[src/rtl/systolic_feeder_pkg.sv]
// Shared definitions for the systolic array feeder: FSM encoding and default sizes.
package systolic_feeder_pkg;

    localparam int unsigned DefDataSize = 8;
    localparam int unsigned DefSize     = 3;

    typedef enum logic [2:0] {
        StWFill  = 3'd0,
        StWBurst = 3'd1,
        StWaitIn = 3'd2,
        StStream = 3'd3,
        StDrain  = 3'd4
    } feeder_state_e;

endpackage

[src/rtl/feeder_delay_line.sv]
// One lane of the activation skew: depth pipeline registers followed by an output register.
module feeder_delay_line #(
    parameter int unsigned depth     = 0,
    parameter int unsigned data_size = 8
) (
    input  logic                 clk,
    input  logic                 rst_n,
    input  logic [data_size-1:0] in_data,
    input  logic                 in_valid,
    output logic [data_size-1:0] out_data,
    output logic                 out_valid
);

    logic [data_size-1:0] tap_data;
    logic                 tap_valid;
    logic [data_size-1:0] out_data_q;
    logic                 out_valid_q;

    if (depth == 0) begin : g_direct
        assign tap_data  = in_data;
        assign tap_valid = in_valid;
    end else begin : g_shift
        logic [data_size-1:0] data_q  [depth];
        logic                 valid_q [depth];

        always_ff @(posedge clk or negedge rst_n) begin
            if (!rst_n) begin
                for (int i = 0; i < depth; i++) begin
                    data_q[i]  <= '0;
                    valid_q[i] <= 1'b0;
                end
            end else begin
                data_q[0]  <= in_data;
                valid_q[0] <= in_valid;
                for (int i = 1; i < depth; i++) begin
                    data_q[i]  <= data_q[i-1];
                    valid_q[i] <= valid_q[i-1];
                end
            end
        end

        assign tap_data  = data_q[depth-1];
        assign tap_valid = valid_q[depth-1];
    end

    always_ff @(posedge clk or negedge rst_n) begin
        if (!rst_n) begin
            out_data_q  <= '0;
            out_valid_q <= 1'b0;
        end else begin
            out_data_q  <= tap_data;
            out_valid_q <= tap_valid;
        end
    end

    assign out_data  = out_data_q;
    assign out_valid = out_valid_q;

endmodule

[src/rtl/systolic_feeder.sv]
// Loads a weight matrix row by row, bursts it into the array, then streams skewed activations.
module systolic_feeder
    import systolic_feeder_pkg::*;
#(
    parameter int unsigned data_size = DefDataSize,
    parameter int unsigned size      = DefSize
) (
    input  logic                      clk,
    input  logic                      rst_n,
    input  logic                      w_valid,
    output logic                      w_ready,
    input  logic [data_size*size-1:0] w_vec,
    input  logic                      in_valid,
    output logic                      in_ready,
    input  logic [data_size*size-1:0] in_vec,
    input  logic                      in_last,
    output logic [data_size*size-1:0] data_stream,
    output logic [data_size*size-1:0] w_stream,
    output logic                      set_w,
    output logic [size-1:0]           lane_valid,
    output logic                      busy
);

    localparam int unsigned VecW = data_size * size;
    localparam int unsigned CntW = (size > 1) ? $clog2(size) : 1;
    localparam logic [CntW-1:0] LastIdx   = CntW'(size - 1);
    localparam logic [CntW-1:0] DrainLast = CntW'((size > 1) ? size - 2 : 0);

    feeder_state_e   state_q, state_d;
    logic [CntW-1:0] r_cnt_q, r_cnt_d;
    logic [CntW-1:0] b_cnt_q, b_cnt_d;
    logic [VecW-1:0] wbuf_q [size];
    logic [VecW-1:0] wbuf_d [size];
    logic            set_w_q, set_w_d;
    logic [VecW-1:0] w_stream_q, w_stream_d;
    logic [VecW-1:0] stage_data_q;
    logic            stage_valid_q;
    logic            w_hs, in_hs;

    assign w_ready  = (state_q == StWFill);
    assign in_ready = (state_q == StWaitIn) || (state_q == StStream);
    assign busy     = (state_q != StWFill);
    assign w_hs     = w_valid & w_ready;
    assign in_hs    = in_valid & in_ready;

    always_comb begin
        state_d = state_q;
        r_cnt_d = r_cnt_q;
        b_cnt_d = b_cnt_q;
        wbuf_d  = wbuf_q;
        unique case (state_q)
            StWFill: begin
                if (w_hs) begin
                    wbuf_d[r_cnt_q] = w_vec;
                    if (r_cnt_q == LastIdx) begin
                        r_cnt_d = '0;
                        b_cnt_d = '0;
                        state_d = StWBurst;
                    end else begin
                        r_cnt_d = r_cnt_q + 1'b1;
                    end
                end
            end
            StWBurst: begin
                if (b_cnt_q == LastIdx) begin
                    b_cnt_d = '0;
                    state_d = StWaitIn;
                end else begin
                    b_cnt_d = b_cnt_q + 1'b1;
                end
            end
            StWaitIn: begin
                b_cnt_d = '0;
                if (in_hs) begin
                    state_d = in_last ? StDrain : StStream;
                end
            end
            StStream: begin
                if (in_hs && in_last) begin
                    b_cnt_d = '0;
                    state_d = StDrain;
                end
            end
            StDrain: begin
                if (b_cnt_q == DrainLast) begin
                    b_cnt_d = '0;
                    state_d = StWFill;
                end else begin
                    b_cnt_d = b_cnt_q + 1'b1;
                end
            end
            default: state_d = StWFill;
        endcase
        // Derived from next state so the registered burst lines up with the W_BURST cycles.
        set_w_d    = (state_d == StWBurst);
        w_stream_d = set_w_d ? wbuf_d[b_cnt_d] : '0;
    end

    always_ff @(posedge clk or negedge rst_n) begin
        if (!rst_n) begin
            state_q       <= StWFill;
            r_cnt_q       <= '0;
            b_cnt_q       <= '0;
            set_w_q       <= 1'b0;
            w_stream_q    <= '0;
            stage_data_q  <= '0;
            stage_valid_q <= 1'b0;
            for (int i = 0; i < size; i++) begin
                wbuf_q[i] <= '0;
            end
        end else begin
            state_q       <= state_d;
            r_cnt_q       <= r_cnt_d;
            b_cnt_q       <= b_cnt_d;
            set_w_q       <= set_w_d;
            w_stream_q    <= w_stream_d;
            stage_data_q  <= in_hs ? in_vec : '0;
            stage_valid_q <= in_hs;
            wbuf_q        <= wbuf_d;
        end
    end

    assign set_w    = set_w_q;
    assign w_stream = w_stream_q;

    for (genvar k = 0; k < size; k++) begin : g_lane
        feeder_delay_line #(
            .depth     (k),
            .data_size (data_size)
        ) u_delay_line (
            .clk       (clk),
            .rst_n     (rst_n),
            .in_data   (stage_data_q[(size-k)*data_size-1 -: data_size]),
            .in_valid  (stage_valid_q),
            .out_data  (data_stream[(size-k)*data_size-1 -: data_size]),
            .out_valid (lane_valid[k])
        );
    end

endmodule

[config.mk]
export PLATFORM = sky130hd
export DESIGN_NAME = systolic_feeder
export DESIGN_NICKNAME = d
export VERILOG_FILES = /design/src/rtl/systolic_feeder_pkg.sv /design/src/rtl/feeder_delay_line.sv /design/src/rtl/systolic_feeder.sv
export SDC_FILE = /design/constraint.sdc
export NUM_CORES = 1
export LEC_CHECK = 0
export BUFFER_PORTS_ARGS = -buffer_cell sky130_fd_sc_hd__buf_2
export CAP_MARGIN = 0
export CORE_ASPECT_RATIO = 0.9
export CORE_MARGIN = 2
export CORE_UTILIZATION = 50
export CTS_BUF_LIST = sky130_fd_sc_hd__clkbuf_8 sky130_fd_sc_hd__clkbuf_16
export CTS_CLUSTER_DIAMETER = 200
export DETAILED_ROUTE_END_ITERATION = 6
export GPL_TIMING_DRIVEN = 0
export PLACE_DENSITY = 0.79
export REMOVE_ABC_BUFFERS = 1
export SETUP_SLACK_MARGIN = 0.4
export SKIP_LAST_GASP = 1
export SYNTH_ARGS = -nofsm -noshare
export SYNTH_HDL_FRONTEND = slang
export SYNTH_HIERARCHICAL = 1
export SYNTH_SLANG_ARGS = --single-unit
export TNS_END_PERCENT = 30
[constraint.sdc]
create_clock -name clk -period 2.08 [get_ports clk]
set_input_delay 0.312 -clock clk [delete_from_list [all_inputs] [get_ports clk]]
set_output_delay 0.312 -clock clk [all_outputs]
set_load 0.005 [all_outputs]
Word-level counts from Yosys, hierarchy flattened
Index checks and enable logic that the tools add are counted. W data, S select, Z words.

Flip-flop bits (word level): 180. Memories: 0. RAM bits: 0. Bits in latches: 0. Output and inout bits: 55. Bits of input ports: 53. Memory bits (read-only): 0.

Reductions and logical operators: 6. Equality and inequality tests: 8. Shifts and indexed selects: 0. Add/sub/neg operators: 2. Order comparisons: 3. Multipliers: 0. Multiplexer cells: 25. Bitwise operators: 4. Divide/modulo/power cells: 0.

Operators with widths (count): $mux W72 (2); $mux W24 (5); $bwmux W72 (1); $bmux W24 S2 (1); $demux W24 S2 (1); $mux W3 (7); $pmux W3 S5 (1); $mux W2 (6); $pmux W2 S5 (1); $eq A3 B1 Y1 const B (2); $eq A3 B2 Y1 const B (2); $ge A3 B3 Y1 const B (2); $not A2 Y3 (2); $add A2 B1 Y2 const B (2); $eq A2 B2 Y1 const B (2); $eq A3 B3 Y1 const B (1); $logic_not A3 Y1 (1); $lt A3 B1 Y1 const B (1); $reduce_bool A3 Y1 (1); $and A1 B1 Y1 (2); $eq A2 B1 Y1 const B (1); $logic_and A1 B1 Y1 (2); $reduce_and A2 Y1 (1); $logic_or A1 B1 Y1 (1).

Logic depth before layout (Yosys ltp)
Depth after elaboration: 12. Mapped depth: 8.

Cells and area by module
Netlist, hierarchy kept.

By module, submodules not included: systolic_feeder (cells each 387, sequential area each 3228.1 sq um, times used 1, area each 5464.0 sq um); feeder_delay_line at g_lane[2].u_delay_line (cells each 27, sequential area each 675.6 sq um, times used 1, area each 675.6 sq um); feeder_delay_line at g_lane[1].u_delay_line (cells each 18, sequential area each 450.4 sq um, times used 1, area each 450.4 sq um); feeder_delay_line at g_lane[0].u_delay_line (cells each 9, sequential area each 225.2 sq um, times used 1, area each 225.2 sq um).

Least setup slack after synthesis
No wires, ideal clock.

Path type: register -> register. From: reg state_q[1]. To: reg w_stream_q[10] (netlist: w_stream[10]). Clock period less this slack: 2.133 ns. Cell stages (with the launch flop): 8. Required time: 1.956 ns. Arrival time: 2.008 ns. Buffers on the path: 2. Path slack: -0.053 ns. Path through: dfrtp_1 -> or4b_1 -> or3_1 -> buf_2 -> buf_6 -> mux2_4 -> nor2b_2 -> o31ai_2.

RTL lines: from (decl) (line systolic_feeder.sv:29) `feeder_state_e state_q, state_d;`; from (signal assigned) (line systolic_feeder.sv:101) `state_q <= StWFill;`; from (signal assigned) (line systolic_feeder.sv:112) `state_q <= state_d;`; to (signal assigned) (line systolic_feeder.sv:116) `w_stream_q <= w_stream_d;`; to (decl) (line systolic_feeder.sv:35) `logic [VecW-1:0] w_stream_q, w_stream_d;`.

==> impl_results.md <==
* Status: finished, violations left
* Failing checks: setup timing
* Root buffer cell: clkbuf_16
* Total Routing Usage GR at 0.217
* Final non-filler cell total at 761
* Top Ports at 108
* Nets at 633
* Synth top area share at 0.672
* Setup WS pre-CTS at -1.14 ns
* Number of flops mapped to enable cells by yosys at 0
* FFs w/ async S/R, synth at 1.00
* Unrepaired setup endpoints after global routing: yes
* Most used DFF post-synth: dfrtp_1
* Post-Syn Instances at 441
* R2R Path End: w_stream[7]$_DFF_PN0_
* Detailed Place HPWL at 8130 µm
* Lkg Pwr at 4.32 nW
* Yosys warning total at 6
* Max clock buf depth at 2
* Synthesized area at 0.00682 mm²
* Hold Crit Endpoint: stage_data_q[22]$_DFF_PN0_
* Initial antenna violation count at 0
* Hold path depth at 2
* Hold path startpoint: in_vec[22]
* Synth area leaders: dfrtp_1 67%, mux2_2 8.8%, mux2_4 4.2%, o31ai_2 3.3%, nand4b_1 3.2%
* Mapped Avg Cell Area at 15.5 µm²
* Slew @ Worst Pin at 0.668 ns
* Clk_skew at 0.00744 ns
* Yosys reg bits at 183
* Die area at 0.0146 mm²
* Sink Count at 183
* Synth-to-Final Area Change at 25.4%
* Reg2Reg Depth at 5
* Crit-path leading delay family: simple AND/OR/NAND/NOR gates
* Row cnt at 40
* Average wire per standard cell at 20.1 µm
* R2r startpoint: state_q[1]$_DFF_PN0_
* CP Launch Type: flop
* Global route total overflow at 0
* Slew margin rel. at 0.555
* Post-Place Cells at 695
* Layout cells sized above 1 at 0.518
* Tmin final at 2.26 ns
* DRC at 0
* Skew-Pair Late Insertion Delay at 0.43 ns
* I/O Buffers at 107
* Via density at 5.40
* Slowest cell delay on critical path at 0.64 ns
* Vias in the first global route at 4340
* Worst Path Max Fanout at 8
* Top-count cell post-synth: dfrtp_1
* Die width at 127 µm
* CP max stage cell: or4b_4
* WP data arrival at 2.57 ns
* Critical path type: reg2reg
* First-pass GRT wire length at 23400 µm
* Fill cells at 995
* Ant diodes at 0
* Fin. max-slew vios at 0
* Clock edge transition at the registers on the reported setup and hold paths at 0.07 ns
* CTS buffer count at 17
* Worst Path Required at 2.39 ns
* Number of setup violations in the final report at 28
* Commonest cells in the synthesized netlist: 183 x dfrtp_1, 53 x mux2_2, 25 x nand4b_1
* Die Ht at 115 µm
* Max VDD drop at 1.08 mV
* Final period utilization at 1.09
* Upper clock frequency limit at 442 MHz
* Initial Util at 0.512
* Flop-to-flop setup slack at -0.18 ns
* CP endpoint kind: flop
* ANT nets after route at 0
* Sequential area share after synthesis at 0.672
* H-tree levels at 4
* GP Congestion at 0.752
* Hold Crit Class: in2reg
* Placeable core area at 0.0133 mm²
* CTS tree: yes
* Vias post-DR at 4113
* Largest net degree at the start of global routing at 117
* Register Area at 0.00458 mm²
* Multi-input gate area at 0.00229 mm²
* Final hold vios at 0
* Worst path cell trace: or4b_4 -> or3_4 -> mux2_4 -> nor2b_4 -> o31ai_4
* Max-Cap Viols at 0
* Final core utilization at 0.642
* Post-synthesis cell type count at 39
* Power Dens Cells at 1720 mW/mm²
* Drt total wl at 15300 µm
* First DRT Iteration DRCs at 292
* Final setup margin at -0.180 ns
* CP Buf/Inv Count at 0
* DRT Pass-1 Iters at 4
* Largest area contributor in the netlist: dfrtp_1
registers in the layout, summed over array words and instances, names as in the netlist:
signal,flops
g_lane.u_delay_line/tap_valid,1
g_lane.u_delay_line/g_shift.data_q,16
b_cnt_q,2
g_lane.u_delay_line/out_data,24
set_w,1
wbuf_q,72
stage_valid_q,1
state_q,3
r_cnt_q,2
g_lane.u_delay_line/out_valid,3
w_stream,24
stage_data_q,24
g_lane.u_delay_line/g_shift.valid_q,2
g_lane.u_delay_line/tap_data,8
worst reg2reg max path: cells and delay by family (launching register included):
kind | cells | cell delay (ns)
compound gates | 1 | 0.07
flops | 1 | 0.47
simple gates | 3 | 1.25
mux | 1 | 0.36
routing by layer:
layer / vias up / global-route usage / share of wire
li1: 1823 / - / -
met1: 2122 / 0.290 / 0.44
met2: 128 / 0.353 / 0.49
met3: 40 / 0.0475 / 0.048
met4: 0 / 0.0850 / 0.025
met5: - / 0 / 0
stage by stage:
step | cell area (µm²) | hold WS, ns | TNS [ns] | power, mW
after global placement | 7420 | 0.331 | -430.40 | 9.06
after floorplan | 6670 | 0.0164 | -29.82 | 8.28
final | 8550 | 0.0904 | -3.69 | 14.7
after CTS | 8390 | 0.0719 | -3.18 | 14.2
after global routing | 8550 | 0.0745 | -5.22 | 15.5
after detailed placement | 7540 | 0.291 | -53.90 | 10.2
cells in the final DEF (no fill, tap or decap), types with 2 or more instances in the layout:
cell,count
and2_1,24
buf_16,3
buf_2,107
buf_4,22
buf_6,2
buf_8,3
clkbuf_16,17
clkinv_4,2
clkinvlp_4,2
dfrtp_1,179
dfrtp_2,4
inv_1,5
inv_6,5
inv_8,4
mux2_2,51
mux2_4,21
nand2_1,4
nand3b_1,2
nand4b_1,25
nor2_1,23
nor2b_1,7
nor2b_2,12
nor2b_4,8
o21ai_1,2
o2bb2ai_4,2
o31ai_1,3
o31ai_2,19
or2_4,4
or3_4,6
layout make-up:
cell class	count	share of cell area
inverter	5	0.00220
tap	168	0.0246
multi-input combinational	235	0.268
clock buffer	17	0.0498
sequential	183	0.536
timing repair buffer	138	0.101
clock inverter	15	0.0183
how the worst max path moves through the flow:
stage	cells past startpoint	from	to	slack, ns
6_report	5	state_q[1]$_DFF_PN0_	w_stream[7]$_DFF_PN0_	-0.18
5_1_grt	5	r_cnt_q[1]$_DFFE_PN0P_	w_stream[11]$_DFF_PN0_	-0.23
4_1_cts	5	state_q[0]$_DFF_PN0_	w_stream[7]$_DFF_PN0_	-0.18
3_5_place_dp	5	state_q[0]$_DFF_PN0_	w_stream[1]$_DFF_PN0_	-1.14
3_3_place_gp	1	rst_n	stage_data_q[15]$_DFF_PN0_	-1.89
2_1_floorplan	5	state_q[1]$_DFF_PN0_	w_stream[10]$_DFF_PN0_	-0.95
where the power goes:
part	total, mW	switching (mW)	internal, mW
clock	3.16	1.46	1.70
combinational	6.46	3.23	3.24
sequential	5.12	0.437	4.68
total	14.7	5.12	9.62
cell families after synthesis:
| family | count (synthesis) | synth area share |
|---|---|---|
| AOI/OAI and AO/OA | 37 | 0.0549 |
| buffers and inverters | 31 | 0.0241 |
| DFF | 183 | 0.672 |
| muxes | 73 | 0.131 |
| and+or+nand+nor | 117 | 0.118 |
timing repair:
action	CTS	global route
pin swaps	21	17
hold buffers	1	0
setup buffers	17	8
endpoints found under the setup margin	104	126
resized for setup	21	21
hold endpoints to repair	67	0
gates cloned	6	2
(Power assumes the default switching activity.)
